<file path="src/rtl/bcd_updown_counter.sv">
// N-digit packed-BCD up/down counter with enable, clamped parallel load and wrap pulse.
// Define BCD_SATURATE_EN to saturate at all 9s / all 0s instead of wrapping.
module bcd_updown_counter #(
   parameter int unsigned DIGITS = 4
) (
   input  logic                  i_clk,
   input  logic                  i_rst_n,
   input  logic                  i_en,
   input  logic                  i_up,
   input  logic                  i_load,
   input  logic [4*DIGITS-1:0]   i_load_val,
   output logic [4*DIGITS-1:0]   o_bcd,
   output logic                  o_tc,
   output logic                  o_wrap
);

   localparam int unsigned W = 4 * DIGITS;

   if (DIGITS < 1 || DIGITS > 8) begin : g_bad_digits
      $error("bcd_updown_counter: DIGITS must be 1..8");
   end

   logic [W-1:0]      r_bcd;
   logic              r_wrap;

   logic [W-1:0]      w_inc;
   logic [W-1:0]      w_dec;
   logic [W-1:0]      w_load_clamped;
   logic [W-1:0]      w_bcd_d;
   logic              w_wrap_d;
   logic [DIGITS-1:0] w_is9;
   logic [DIGITS-1:0] w_is0;
   logic              w_all9;
   logic              w_all0;
   logic              w_term;

   // Per-digit increment/decrement; the carry/borrow is only live while every lower digit is 9/0.
   always_comb begin
      logic       w_carry;
      logic       w_borrow;
      logic [3:0] w_dig;
      logic [3:0] w_ld;
      w_inc          = '0;
      w_dec          = '0;
      w_load_clamped = '0;
      w_is9          = '0;
      w_is0          = '0;
      w_carry        = 1'b1;
      w_borrow       = 1'b1;
      for (int i = 0; i < DIGITS; i++) begin
         w_dig    = r_bcd[4*i +: 4];
         w_ld     = i_load_val[4*i +: 4];
         w_is9[i] = (w_dig == 4'd9);
         w_is0[i] = (w_dig == 4'd0);

         if (!w_carry) begin
            w_inc[4*i +: 4] = w_dig;
         end else if (w_is9[i]) begin
            w_inc[4*i +: 4] = 4'd0;
         end else begin
            w_inc[4*i +: 4] = w_dig + 4'd1;
         end

         if (!w_borrow) begin
            w_dec[4*i +: 4] = w_dig;
         end else if (w_is0[i]) begin
            w_dec[4*i +: 4] = 4'd9;
         end else begin
            w_dec[4*i +: 4] = w_dig - 4'd1;
         end

         w_load_clamped[4*i +: 4] = (w_ld > 4'd9) ? 4'd9 : w_ld;

         w_carry  = w_carry & w_is9[i];
         w_borrow = w_borrow & w_is0[i];
      end
   end

   assign w_all9 = &w_is9;
   assign w_all0 = &w_is0;
   assign w_term = i_up ? w_all9 : w_all0;

   // Priority: load > enable > hold.
   always_comb begin
      w_bcd_d  = r_bcd;
      w_wrap_d = 1'b0;
      if (i_load) begin
         w_bcd_d = w_load_clamped;
      end else if (i_en) begin
`ifdef BCD_SATURATE_EN
         if (!w_term) begin
            w_bcd_d = i_up ? w_inc : w_dec;
         end
`else
         w_bcd_d  = i_up ? w_inc : w_dec;
         w_wrap_d = w_term;
`endif
      end
   end

   always_ff @(posedge i_clk or negedge i_rst_n) begin
      if (!i_rst_n) begin
         r_bcd  <= '0;
         r_wrap <= 1'b0;
      end else begin
         r_bcd  <= w_bcd_d;
         r_wrap <= w_wrap_d;
      end
   end

   assign o_bcd  = r_bcd;
   assign o_wrap = r_wrap;
   assign o_tc   = i_en & w_term;

endmodule

</file>
<file path="config.mk">
export PLATFORM = sky130hd
export DESIGN_NAME = bcd_updown_counter
export DESIGN_NICKNAME = d
export VERILOG_FILES = /design/src/rtl/bcd_updown_counter.sv
export SDC_FILE = /design/constraint.sdc
export NUM_CORES = 1
export LEC_CHECK = 0
export CORE_MARGIN = 8
export CORE_UTILIZATION = 41
export DETAILED_ROUTE_END_ITERATION = 8
export GPL_TIMING_DRIVEN = 1
export PLACE_DENSITY = 0.67
export SLEW_MARGIN = 20
export SYNTH_ARGS = -nofsm -noshare
export SYNTH_HDL_FRONTEND = slang
export SYNTH_SLANG_ARGS = --single-unit
</file>
<file path="constraint.sdc">
create_clock -name i_clk -period 3.4 [get_ports i_clk]
set_input_delay 0.51 -clock i_clk [delete_from_list [all_inputs] [get_ports i_clk]]
set_output_delay 0.51 -clock i_clk [all_outputs]
set_load 0.05 [all_outputs]
</file>
==> impl_metrics.csv, run 1 <==
group,metric,value,unit
job,cap_violations,0,
drt,wl,4.30,mm
clock_tree,cts_hold_buf,0,
finish,layout_commonest_cell,"clkdlybuf4s50_1",
logic_synthesis,synthFlopType,"dfrtp_1",
placement,place_area,2040,um2
outcome,status,"finished, final reports clean",
logic_synthesis,synth_xor_area_share,2.58,%
drt,vias,1641,
floorplanning,dieHeight,80.4,um
min_path,hold_depth,2,
global_routing,grt_pass1_wl,7.53,mm
logic_synthesis,synth_area_leaders,"dfrtp_1 25%, o21ai_0 6.5%, nor2b_1 5.2%, nor2_1 3.1%, a31oi_1 2.9%",
drt,first_iter_violations,126,
logic_synthesis,synth_edf_count,0,
clock_tree,root_buffer,"clkbuf_8",
global_routing,grtUsageTotal,14.0,%
power_and_ir_drop,vdd_drop_max,0.254,mV
placement,post-dp-hpwl,3.10,mm
timing,max_slew_margin,43.6,%
drt,ant_nets,0,
worst_setup_path,cp-start-kind,"primary input",
placement,dpl.cell_count,281,
timing,worst_pin_slew,0.844,ns
finish,nNetsFinal,257,
worst_setup_path,crit_arrival,2.51,ns
finish,diodes,0,
logic_synthesis,synth_top_family_by_area,"simple AND/OR/NAND/NOR gates",
clock_tree,htreeDepth,1,
logic_synthesis,yosysSeqAreaShare,25.0,%
logic_synthesis,yosysTopAreaCell,"dfrtp_1",
finish,drive_gt1_share,7.66,%
worst_setup_path,rr_startpoint,"o_bcd[0]",
finish,nFillCells,401,
power_and_ir_drop,power.density,584,nW/um2
worst_setup_path,crit_type,"primary input to output port",
worst_setup_path,cp_slowest_cell,"clkdlybuf4s50_1",
finish,multi_input_area,1110,um2
logic_synthesis,synthMuxAreaShare,5.01,%
logic_synthesis,async_flop_share,100,%
clock_tree,cts_buffers,3,
logic_synthesis,ys_types,56,
finish,postLayoutCellArea,2090,um2
floorplanning,initial_core_util,42.5,%
logic_synthesis,syn_area,1700,um2
worst_setup_path,r2r_end,"o_bcd[11]",
placement,place.port_buffers,38,
logic_synthesis,synth_fa_ha_area_share,0,%
timing,tns,0,ns
drt,post-route-drc-count,0,
clock_tree,cts_tree,"done",
clock_tree,cts.sinks,17,
logic_synthesis,ys_warn_count,0,
timing,fin_crit_sh,88.8,%
min_path,holdCritPathClass,"register to register",
clock_tree,cts.repair.resized,0,
clock_tree,clock_latency,0.26,ns
min_path,hold_path.startpoint,"o_bcd[7]",
logic_synthesis,ys_ff_latch,17,
finish,fin_cells,285,
logic_synthesis,synthCells,214,
global_routing,grt-ovfl-total,0,
clock_tree,clockBufferDepth,2,
timing,drv_slew,0,
power_and_ir_drop,power.leakage,0.778,nW
floorplanning,fp.dieArea,6460,um2
global_routing,grt_max_degree,29,
clock_tree,post_cts_buffers,0,
logic_synthesis,synth_compound_area_share,28.6,%
worst_setup_path,crit_path_max_fanout,10,
timing,hold_viol,0,
drt,viasPerCell,5.76,
worst_setup_path,end_kind,"output port",
timing,setup_violations,0,
finish,area_growth_syn_to_layout,23.0,%
min_path,hold_end,"o_bcd[7]",
worst_setup_path,cp_slowest_stage_delay,0.68,ns
worst_setup_path,reg2regPathDepth,4,
timing,skew,0.00508,ns
placement,place_congestion,0.825,
worst_setup_path,cp.required,2.89,ns
finish,seq_area,425,um2
timing,rsz0062_at_grt,"no",
floorplanning,io_pins,39,
drt,drtPass1Iterations,5,
global_routing,antenna_found_initial,0,
worst_setup_path,reg2reg_setup_slack,1.22,ns
clock_tree,clk_pin_slew,0.07,ns
timing,holdWs,0.689,ns
worst_setup_path,crit_chain,"clkdlybuf4s50_1 > inv_1 > nor4_1 > a22oi_1 > nor4b_2 > buf_12",
finish,mostFrequentLayoutCells,"37 x clkdlybuf4s50_1, 22 x o21ai_0, 17 x dfrtp_1, 14 x nor2b_1, 14 x nor2_1",
worst_setup_path,critPathBufInv,3,
timing,fmax,331,MHz
timing,post-route-min-period,3.02,ns
global_routing,grt_pass1_vias,1582,
logic_synthesis,yosys.area.top_type_share,25.0,%
logic_synthesis,synth.avg_cell_area,7.94,um2
worst_setup_path,cpLargestDelayFamily,"buffers and inverters",
floorplanning,coreArea,4000,um2
logic_synthesis,syn_nets,235,
floorplanning,die_w,80.4,um
drt,post_drt_wl_per_cell,15.1,um
floorplanning,num_rows,23,
logic_synthesis,synth-simple-area-share,29.1,%
-- layout make-up --
class                   count  area share (%)
clock buffers               4            2.16
flip-flops and latches     17            20.4
well taps                  50            2.99
repair buffers             40            19.4
inverters                  11            1.98
multi-input cells         163            53.1
-- metal layers --
| layer | vias up | wire length, um | track usage (%) | part of all wire [%] |
|---|---|---|---|---|
| li1 | 831 | - | - | - |
| met3 | 5 | 300 | 4.02 | 7.0 |
| met1 | 759 | 2050 | 19.2 | 48 |
| met4 | 0 | 23 | 2.36 | 0.54 |
| met2 | 46 | 1930 | 21.4 | 45 |
| met5 | - | 0 | 0 | 0 |
-- registers in the layout (all words and copies together), names as in the netlist --
register	cells
o_bcd	16
o_wrap	1
-- power breakdown --
group / switching, W / leakage (nW) / internal [W] / total, W
Sequential: 0.000165 / 0.203 / 0.000254 / 0.000419
Clock: 0.0000748 / 0.0228 / 0.0000834 / 0.000158
Combinational: 0.000359 / 0.553 / 0.000284 / 0.000643
-- tightest hold or removal path, cell delays in order, from the launching register on --
cell and delay [ns]:
dfrtp_1 0.44, inv_1 0.11, o22ai_1 0.09
-- logic make-up (layout without fill, tap and decap cells) --
logic type / Yosys count / after routing
buf+inv: 34 / 55
mux: 8 / 8
xor+xnor: 5 / 5
flops: 17 / 17
simple gates: 79 / 79
compound gates: 71 / 71
-- synth_stat cells, types with 6 or more instances --
| cell type | instances |
|---|---|
| o21ai_0 | 22 |
| dfrtp_1 | 17 |
| nor2_1 | 14 |
| nor2b_1 | 14 |
| nand2_1 | 11 |
| clkbuf_1 | 10 |
| inv_1 | 10 |
| a21oi_1 | 9 |
| a31oi_1 | 8 |
| buf_2 | 8 |
| nor4_1 | 7 |
| nand3_1 | 6 |
-- metrics by stage --
step                worst slack (ns)  total power (W)  utilization [%]
floorplan                      0.238         0.000888                -
global placement               0.440          0.00106             51.1
detailed placement             0.377          0.00107             51.1
CTS                            0.360          0.00123             52.2
global route                   0.229          0.00131             52.2
finish                         0.381          0.00122             52.2
-- how the worst max path moves through the flow --
stage	start	to	slack, ns	cells after the start
after global placement	i_up	o_tc	0.44	6
after global routing	i_up	o_tc	0.23	6
final	i_up	o_tc	0.38	6
after detailed placement	i_up	o_tc	0.38	6
after CTS	i_up	o_tc	0.36	6
after floorplan	o_bcd[8]	o_tc	0.24	5
Note: power is estimated with default switching activity, not from simulation.
==> inputs of run 2 (changes only) <==
--- a/config.mk
+++ b/config.mk
@@ -5,7 +5,8 @@
 export SDC_FILE = /design/constraint.sdc
 export NUM_CORES = 1
 export LEC_CHECK = 0
-export CORE_MARGIN = 8
+export CAP_MARGIN = 20
+export CORE_MARGIN = 4
 export CORE_UTILIZATION = 41
 export DETAILED_ROUTE_END_ITERATION = 8
 export GPL_TIMING_DRIVEN = 1
==> run 2 against run 1 <==
Compared with the run above:
- sequential power shrank 2%
- critical path type is now register to output port
- worst setup slack gained 0.077 ns
- sequential share of layout area shrank 0.15 points
- utilization up 0.38 points
- die area shrank 19%
- combinational power increased by 2%
- clock-buffer cell count unchanged
- first-iteration DRC count down 21%
- flip-flop and latch count unchanged
- worst hold slack worse by 0.0079 ns
- total power fell by 0.11%
==> impl_metrics.csv, run 2 (synthesis gave the netlist of run 1 again) <==
group,metric,value,unit
floorplanning,die_w,72.4,um
clock_tree,clock_latency,0.26,ns
worst_setup_path,cp.required,2.89,ns
timing,skew,0.00174,ns
floorplanning,coreArea,4000,um2
worst_setup_path,cpLargestDelayFamily,"simple AND/OR/NAND/NOR gates",
power_and_ir_drop,seq_power_share,33.8,%
power_and_ir_drop,power.leakage,0.788,nW
clock_tree,htreeDepth,1,
worst_setup_path,critPathBufInv,1,
finish,mostFrequentLayoutCells,"37 x clkdlybuf4s50_1, 22 x o21ai_0, 17 x dfrtp_1, 14 x nor2b_1, 14 x nor2_1",
drt,vias,1644,
power_and_ir_drop,power_frac_clock,12.6,%
clock_tree,cts_buffers,3,
timing,fmax,340,MHz
drt,drtPass1Iterations,4,
power_and_ir_drop,internal_power,0.000624,W
min_path,hold_depth,2,
power_and_ir_drop,switchingPower,0.000595,W
drt,ant_nets,0,
power_and_ir_drop,pwr-share-comb,53.6,%
worst_setup_path,crit_arrival,2.43,ns
global_routing,grtUsageTotal,15.7,%
timing,drv_slew,0,
worst_setup_path,crit_path_max_fanout,13,
finish,nFillCells,401,
global_routing,grt-ovfl-total,0,
min_path,holdCritPathClass,"register to register",
drt,post-route-drc-count,0,
global_routing,grt_max_degree,22,
timing,max_slew_margin,46.6,%
timing,setup_slack,0.458,ns
finish,layout_commonest_cell,"clkdlybuf4s50_1",
power_and_ir_drop,power.density,579,nW/um2
placement,dpl.cell_count,283,
drt,viasPerCell,5.73,
drt,wirelength_met1,1.98,mm
floorplanning,num_rows,23,
drt,highest_layer,"met4",
timing,worst_pin_slew,0.798,ns
worst_setup_path,cp_slowest_cell,"or4bb_1",
drt,post_drt_wl_per_cell,14.2,um
placement,place_congestion,0.786,
job,cap_violations,0,
floorplanning,dieHeight,72.4,um
power_and_ir_drop,vdd_drop_max,0.268,mV
drt,wl,4.09,mm
min_path,hold_end,"o_bcd[7]",
min_path,hold_path.startpoint,"o_bcd[7]",
worst_setup_path,r2r_end,"o_bcd[15]",
worst_setup_path,rr_startpoint,"o_bcd[9]",
worst_setup_path,reg2reg_setup_slack,1.20,ns
worst_setup_path,reg2regPathDepth,4,
placement,dp_slack,0.536,ns
global_routing,grt_pass1_wl,6.65,mm
timing,fin_crit_sh,86.5,%
clock_tree,clk_pin_slew,0.07,ns
drt,wl_met2,1.76,mm
global_routing,antenna_found_initial,0,
timing,rsz0062_at_grt,"no",
worst_setup_path,cp-start-kind,"register",
global_routing,grt_pass1_vias,1432,
power_and_ir_drop,totalPowerFinal,0.00122,W
finish,largest_reg_flops,16,
clock_tree,cts.sinks,17,
floorplanning,io_pins,39,
clock_tree,cts_tree,"done",
power_and_ir_drop,swShare,48.8,%
clock_tree,cts_hold_buf,0,
worst_setup_path,crit_type,"register to output port",
finish,diodes,0,
placement,post-dp-hpwl,2.87,mm
timing,hold_viol,0,
finish,drive_gt1_share,8.44,%
clock_tree,clockBufferDepth,2,
clock_tree,cts.repair.resized,0,
floorplanning,initial_core_util,42.5,%
worst_setup_path,crit_chain,"or4bb_1 > nor4_1 > a22oi_1 > nor4b_2 > buf_12",
drt,wl_met3,269,um
clock_tree,post_cts_buffers,0,
drt,first_iter_violations,99,
finish,nNetsFinal,259,
timing,setup_violations,0,
finish,fin_cells,287,
worst_setup_path,end_kind,"output port",
worst_setup_path,cp_slowest_stage_delay,0.55,ns
finish,area_growth_syn_to_layout,23.9,%
timing,tns,0,ns
timing,post-route-min-period,2.94,ns
clock_tree,root_buffer,"clkbuf_8",
placement,place.port_buffers,38,
outcome,status,"finished, final reports clean",
floorplanning,fp.dieArea,5240,um2
[run 2: cell count changes in the layout (fill, tap and decap cells not counted), sizes merged]
cell and change:
buf +2
[run 2: worst max path at each step]
stage | start | end | slack, ns | depth (start not counted)
6_report | o_bcd[9] | o_tc | 0.46 | 5
3_5_place_dp | i_up | o_tc | 0.54 | 6
5_1_grt | o_bcd[9] | o_tc | 0.31 | 5
2_1_floorplan | o_bcd[8] | o_tc | 0.24 | 5
3_3_place_gp | i_up | o_tc | 0.61 | 6
4_1_cts | o_bcd[9] | o_tc | 0.49 | 5
[run 2: worst reg2reg max path, stage by stage (launching register included)]
cell	delay [ns]
dfrtp_1	0.51
or4bb_1	0.55
nor4_1	0.38
o311a_2	0.30
mux2_1	0.34
[run 2: per-layer routing]
layer | vias to the layer above | global-route usage (%)
met3 | 7 | 2.08
met4 | 0 | 6.76
met2 | 54 | 24.1
met1 | 752 | 22.2
met5 | - | 0
li1 | 831 | -
[run 2: per-stage QoR]
| stage | area, um2 | hold slack (ns) | utilization [%] |
|---|---|---|---|
| after floorplan | 1700 | 0.214 | - |
| after global placement | 2060 | 0.663 | 51.5 |
| after detailed placement | 2060 | 0.673 | 51.5 |
| after CTS | 2100 | 0.682 | 52.6 |
| after global routing | 2100 | 0.732 | 52.6 |
| final | 2100 | 0.681 | 52.6 |
[run 2: final cells by class]
type | instances | area [um2] | area share, %
multi-input combinational | 163 | 1110 | 52.7
tap | 50 | 62.6 | 2.97
sequential | 17 | 425 | 20.2
clock buffer | 4 | 45.0 | 2.14
inverter | 11 | 41.3 | 1.96
timing repair buffer | 42 | 420 | 20.0
[run 2: power groups by stage]
| stage | combinational, W | clock (W) | sequential [W] |
|---|---|---|---|
| 6_report | 0.000653 | 0.000154 | 0.000412 |
| 3_5_place_dp | 0.000654 | 0 | 0.000414 |
| 2_1_floorplan | 0.000399 | 0 | 0.000489 |
| 5_1_grt | 0.000698 | 0.000169 | 0.000435 |
| 3_3_place_gp | 0.000650 | 0 | 0.000411 |
| 4_1_cts | 0.000657 | 0.000163 | 0.000410 |
